## config.mk

```make
export PLATFORM = sky130hd
export DESIGN_NAME = fifo_drain_ctrl
export DESIGN_NICKNAME = d
export VERILOG_FILES = /design/src/rtl/fifo_drain_ctrl.sv
export SDC_FILE = /design/constraint.sdc
export NUM_CORES = 1
export LEC_CHECK = 0
export CAP_MARGIN = 20
export CORE_UTILIZATION = 41
export CTS_CLUSTER_DIAMETER = 200
export DETAILED_ROUTE_END_ITERATION = 8
export GPL_ROUTABILITY_DRIVEN = 0
export PLACE_DENSITY = 0.79
export SLEW_MARGIN = 20
export SYNTH_ARGS = -nofsm -noshare
export SYNTH_HDL_FRONTEND = slang
export SYNTH_SLANG_ARGS = --single-unit
export TNS_END_PERCENT = 5
```

## constraint.sdc

```tcl
create_clock -name clk -period 2 [get_ports clk]
set_input_delay 0.2 -clock clk [delete_from_list [all_inputs] [get_ports clk]]
set_output_delay 0.2 -clock clk [all_outputs]
set_load 0.005 [all_outputs]
```

## src/rtl/fifo_drain_ctrl.sv

```systemverilog
// fifo_drain_ctrl
//   Read stage behind a memory-based FIFO. It pops words into a 2-entry skid
//   buffer and presents them on a valid/ready stream. o_last marks every
//   BURST_LEN-th accepted beat.
//   fifo_rden depends only on fifo_empty and the registered buffer state, so
//   there is no combinational path from i_ready to the FIFO.
//   Optional build macro FIFO_DRAIN_CNT_EN: when it is defined, a 32-bit
//   accepted-beat counter drives o_beat_total. Otherwise o_beat_total is 0.
module fifo_drain_ctrl #(
    parameter int DWIDTH    = 8,
    parameter int BURST_LEN = 4
) (
    input  logic              clk,
    input  logic              rst_n,
    input  logic [DWIDTH-1:0] fifo_rd,
    input  logic              fifo_empty,
    output logic              fifo_rden,
    output logic              o_valid,
    output logic [DWIDTH-1:0] o_data,
    output logic              o_last,
    input  logic              i_ready,
    output logic [31:0]       o_beat_total
);

    localparam int CNT_W = (BURST_LEN > 1) ? $clog2(BURST_LEN) : 1;
    localparam logic [CNT_W-1:0] LAST_CNT = CNT_W'(BURST_LEN - 1);

    typedef enum logic [1:0] {
        S_EMPTY = 2'd0,
        S_ONE   = 2'd1,
        S_TWO   = 2'd2
    } state_t;

    state_t            r_state;
    state_t            w_state_next;
    logic [DWIDTH-1:0] r_head;
    logic [DWIDTH-1:0] w_head_next;
    logic [DWIDTH-1:0] r_skid;
    logic [DWIDTH-1:0] w_skid_next;
    logic [CNT_W-1:0]  r_beat_cnt;
    logic              w_push;
    logic              w_pop;

    // Pop the FIFO whenever it has data and the buffer still has a free slot.
    assign w_push    = !fifo_empty && (r_state != S_TWO);
    assign fifo_rden = w_push;

    assign o_valid = (r_state != S_EMPTY);
    assign o_data  = r_head;
    assign o_last  = o_valid && (r_beat_cnt == LAST_CNT);
    assign w_pop   = o_valid && i_ready;

    // Buffer state, head and skid registers.
    always_ff @(posedge clk or negedge rst_n) begin
        if (!rst_n) begin
            r_state <= S_EMPTY;
            r_head  <= '0;
            r_skid  <= '0;
        end else begin
            r_state <= w_state_next;
            r_head  <= w_head_next;
            r_skid  <= w_skid_next;
        end
    end

    // Next-state logic. A refill and a pop in ONE reload the head directly, so
    // the stream keeps full rate with no bubble.
    always_comb begin
        w_state_next = r_state;
        w_head_next  = r_head;
        w_skid_next  = r_skid;
        case (r_state)
            S_EMPTY: begin
                if (w_push) begin
                    w_state_next = S_ONE;
                    w_head_next  = fifo_rd;
                end
            end
            S_ONE: begin
                if (w_push && w_pop) begin
                    w_head_next = fifo_rd;
                end else if (w_push) begin
                    w_state_next = S_TWO;
                    w_skid_next  = fifo_rd;
                end else if (w_pop) begin
                    w_state_next = S_EMPTY;
                end
            end
            S_TWO: begin
                if (w_pop) begin
                    w_state_next = S_ONE;
                    w_head_next  = r_skid;
                end
            end
            default: begin
                w_state_next = S_EMPTY;
            end
        endcase
    end

    // Frame position. It advances only on accepted beats, so stalls never shift framing.
    always_ff @(posedge clk or negedge rst_n) begin
        if (!rst_n) begin
            r_beat_cnt <= '0;
        end else if (w_pop) begin
            if (r_beat_cnt == LAST_CNT) begin
                r_beat_cnt <= '0;
            end else begin
                r_beat_cnt <= r_beat_cnt + CNT_W'(1);
            end
        end
    end

`ifdef FIFO_DRAIN_CNT_EN
    logic [31:0] r_beat_total;

    // Free-running count of accepted beats; it wraps naturally at 2^32.
    always_ff @(posedge clk or negedge rst_n) begin
        if (!rst_n) begin
            r_beat_total <= '0;
        end else if (w_pop) begin
            r_beat_total <= r_beat_total + 32'd1;
        end
    end

    assign o_beat_total = r_beat_total;
`else
    assign o_beat_total = 32'd0;
`endif

endmodule
```

======== After elaboration in Yosys (flattened, before gate mapping) ========
Cells that the tools add are included.
word-level totals
  register bits after elaboration ......... 20
  bits of input ports ..................... 12
  output and inout port bits .............. 43
  logic and storage cells ................. 37
operators by class
  $add $sub $neg .......................... 1
  equality and inequality tests ........... 9
  multiplexer cells ....................... 11
  bitwise gates (word level) .............. 1
  reductions and logical operators ........ 11
operators with widths
  kind                   number
  $mux W8                3
  $pmux W8 S3            1
  $mux W2                6
  $ne A2 B2 Y1 const B   5
  $reduce_and A4 Y1      2
  $pmux W2 S3            1
  $eq A2 B2 Y1 const B   2
  $logic_and A1 B1 Y1    4
  $ne A3 B3 Y1 const B   1
  $reduce_and A3 Y1      1
  $reduce_bool A3 Y1     1
  $add A2 B1 Y2 const B  1
  $eq A2 B1 Y1 const B   1
  $logic_not A2 Y1       1
  $reduce_bool A2 Y1     1
  $logic_not A1 Y1       1
  $not A1 Y1             1

======== Logic depth before layout (Yosys ltp) ========
  depth after elaboration ................. 6
  depth in mapped cells ................... 4
  depth with buffers taken out ............ 3

======== Least setup slack after synthesis ========
OpenSTA, ideal clock, no wires.
  kind .................................... reg-to-reg
  from .................................... reg r_state[1]
  to ...................................... reg r_head[0], in the netlist o_data[0]
  library setup time ...................... 0.125 ns
  arrival time ............................ 1.304 ns
  data required time ...................... 1.875 ns
  setup slack ............................. 0.571 ns
  cell stages (with the launch flop) ...... 5
  buffers on the path ..................... 1
  clock period less this slack ............ 1.429 ns
  path through ............................ dfrtp_1 nor2b_4 buf_6 mux2_4 mux2_2
between the ends
  word-level cells in the longest chain between the ends .. 5
  elaborated cells between the ends (all ways) .. 14
  those cells by class .................... eq/ne: 6; mux: 1; reduce/logical: 7
RTL lines
  what                                                line    text
  start: declaration                                  34      state_t r_state;
  start signal: assignment                            60      r_state <= w_state_next;
  $ne A2 B2 Y1 or $reduce_bool A2 Y1 (tied branches)  45, 48
  $logic_and A1 B1 Y1 (on tied branches)              45, 51
  $logic_and A1 B1 Y1                                 80      if (w_push && w_pop) begin
  $ne A2 B2 Y1 (no line)                              -
  $reduce_and A4 Y1 (no line)                         -
  end signal: assignment                              61      r_head <= w_head_next;
  end: declaration                                    36      logic [DWIDTH-1:0] r_head;
Several ways; a longest one is shown, not always the timed one.
A chain may end at the register's enable or synchronous reset.

======== Worst setup path after layout ========
  from .................................... reg r_state[0]
  to ...................................... out o_last
between the ends
  word-level cells in the longest chain between the ends .. 2
RTL lines
  what                 line  text
  $reduce_bool A2 Y1   48    assign o_valid = (r_state != S_EMPTY);
  $logic_and A1 B1 Y1  50    assign o_last = o_valid && (r_beat_cnt == LAST_CNT);
  end: declaration     20    output logic o_last,
No other way between the ends.

==> impl_metrics.py <==
metrics = {
    "logic_synthesis": {
        "yosysMostFrequentCell": "buf_4",
        "synth_cells": 98,
        "syn_area_per_cell_um2": 12.5,
        "yosys.area.top_type_share_pct": 40.8,
        "synth_seq_cells": 20,
        "synth_common_cells": "buf_4 (32), dfrtp_1 (20), mux2_2 (16), mux2_4 (9), nor2_1 (4)",
        "synth_ff_type": "dfrtp_1",
        "synth.cell_area_um2": 1230,
        "synth.distinct_cells": 18,
        "synthTopCellsByArea": "dfrtp_1 (41%), buf_4 (20%), mux2_2 (15%)",
        "synth_warnings": 0,
        "synth_area_leader_cell": "dfrtp_1",
        "synthArstFlopShare_pct": 100,
        "seq_area_frac_synth_pct": 40.8,
        "synth_edf_count": 0,
    },
    "run_status": {
        "status": "finished with violations",
        "violations": "design-rule violations",
    },
    "sta": {
        "finalHoldViolations": 0,
        "fin_ws_ps": 92.0,
        "setup_tns_ps": 0,
        "hold_ws_ps": 212,
        "setup_violations": 0,
        "fin_crit_sh_pct": 95.4,
        "final.setup_skew_ps": 5.49,
        "rsz0062_at_grt": "no",
        "period_needed_ps": 1910,
        "slew_violations": 0,
        "clock.fmax_ghz": 0.524,
    },
    "cells_and_area": {
        "register_area_um2": 503,
        "fillers": 250,
        "stdcell_count": 158,
        "diodes": 0,
        "final_util_pct": 50.7,
        "area_growth_pct": 16.0,
        "layout.nets": 141,
        "multi_input_area_um2": 579,
        "drive_gt1_share_pct": 32.3,
    },
    "clock_tree": {
        "worstSkewPairLatency_ps": 310,
        "h-tree-depth": 1,
        "cts_made_buffers": 3,
        "ctsLongestPathBuffers": 2,
        "cts_tree": "done",
        "ctsHoldBuffers": 0,
        "clk_pin_slew_ps": 120,
        "cts_sinks": 20,
        "clockRootBuffer": "clkbuf_4",
    },
    "worst_setup_path": {
        "criticalPathCategory": "reg -> out",
        "worstSetupStartpoint": "r_state[0]$_DFFE_PN0P_",
        "end_kind": "output port",
        "worstPathArrival_ps": 1710,
        "cp.required_ps": 1800,
        "worstReg2RegStart": "r_state[1]$_DFFE_PN0P_",
        "worstSetupStartpointType": "register",
        "cp_max_fo": 6,
    },
    "job": {
        "cap_violations": 0,
    },
    "global_routing": {
        "grt_pass1_vias": 680,
        "antenna_found_initial": 0,
        "grt_pass1_wl_um": 2970,
        "grt_usage_pct": 12.2,
        "gr-total-overflow": 0,
        "grt_max_degree": 21,
    },
    "die": {
        "initial_core_util_pct": 43.7,
        "die_h_um": 56.7,
        "io-pin-count": 55,
        "rows": 19,
        "fp.dieW_um": 56.7,
        "die_area_um2": 3210,
        "coreArea_um2": 2810,
    },
    "placed_design": {
        "io_buffers": 22,
        "dp.cells": 151,
        "pre_cts_slack_ps": 186,
        "hpwl_um": 1400,
    },
    "route": {
        "routed-via-count": 698,
        "dr.pass1.iters": 5,
        "postRouteAntennaNets": 0,
        "detail_route.wl_per_cell_um": 11.7,
        "drt_wl_total_um": 1840,
        "via_per_inst": 4.42,
        "drc": 12,
        "drtIter0Drc": 16,
    },
    "pwr": {
        "comb_power_share_pct": 36.7,
        "clkPwrFrac_pct": 17.4,
        "p_switching_mw": 0.387,
        "leakagePower_nw": 0.659,
        "intPower_mw": 1.01,
        "seq_power_share_pct": 45.9,
        "peakVddDrop_uv": 527,
        "swShare_pct": 27.7,
        "p_per_area_nw_per_um2": 982,
    },
    "hold_path": {
        "worstHoldPathType": "in -> async",
    },
}
[flip-flops by register name, indices dropped and copies added (netlist names)]
| register | cells |
|---|---|
| o_data | 8 |
| r_state | 2 |
| r_beat_cnt | 2 |
| r_skid | 8 |
[layout by cell type, fill, tap and decap left out]
cell type / count
conb_1: 32
clkdlybuf4s50_1: 22
dfrtp_1: 18
mux2_2: 16
mux2_4: 9
buf_4: 6
nor2_1: 4
clkbuf_4: 3
nor2b_4: 2
and2_1: 2
a21oi_1: 2
dfrtp_2: 2
or2_2: 1
nand3b_1: 1
o31ai_4: 1
nand2_1: 1
mux2i_1: 1
o22ai_1: 1
mux2_1: 1
ha_1: 1
clkbuf_8: 1
[layout make-up]
cell class | instances | area share [%]
Multi-Input combinational cell | 75 | 40.7
Sequential cell | 20 | 35.4
Timing Repair Buffer | 28 | 18.6
Tap cell | 31 | 2.73
Clock buffer | 4 | 2.55
[routing by layer]
layer | track usage, % | up-vias | wire, um
met5 | 0 | - | 0
met4 | 2.14 | 0 | 9
met3 | 5.07 | 3 | 145
met2 | 23.0 | 33 | 998
met1 | 12.6 | 342 | 691
li1 | - | 320 | -
[per-stage QoR]
stage | power (mW) | area, um2
floorplan | 0.967 | 1340
global placement | 1.13 | 1360
detailed placement | 1.16 | 1360
CTS | 1.41 | 1410
global route | 1.48 | 1420
finish | 1.40 | 1420
[kinds of logic after synthesis]
kind of cell | share of synthesized area, %
buffers and inverters | 21.4
other | 0.306
DFF | 40.8
muxes | 27.4
AOI/OAI and AO/OA | 3.06
and+or+nand+nor | 5.92
adders and majority gates | 1.02
[power groups by stage]
| stage | Sequential, mW | Clock, mW | Combinational, mW |
|---|---|---|---|
| floorplan | 0.638 | 0 | 0.329 |
| global route | 0.664 | 0.257 | 0.561 |
| global placement | 0.645 | 0 | 0.481 |
| detailed placement | 0.655 | 0 | 0.507 |
| CTS | 0.647 | 0.248 | 0.512 |
| finish | 0.642 | 0.243 | 0.513 |
[timing repair]
action / 4_1_cts / 5_1_grt
hold endpoints to repair: 0 / 0
gates resized for setup: 0 / 2
buffers inserted: 1 / 2
endpoints found under the setup margin: 1 / 1
[worst max-delay path, cell delays in order, from the launching register on]
cell and delay [ps]:
dfrtp_2 470, or2_2 310, and2_1 160, clkdlybuf4s50_1 450
[worst paths after layout]
| path | to | slack, ps | cells after the start |
|---|---|---|---|
| setup / recovery | o_last | 90 | 3 |
| hold / removal | r_skid[1]$_DFFE_PN0P_ | 210 | 2 |
| setup reg to reg | o_data[3]$_DFFE_PN0P_ | 440 | 5 |
| hold reg to reg | r_skid[4]$_DFFE_PN0P_ | 510 | 1 |
| max in group asynchronous | r_state[1]$_DFFE_PN0P_ | 1560 | 2 |
| min in group clk | r_skid[4]$_DFFE_PN0P_ | 510 | 1 |
Power figures use the tool's default switching activity.
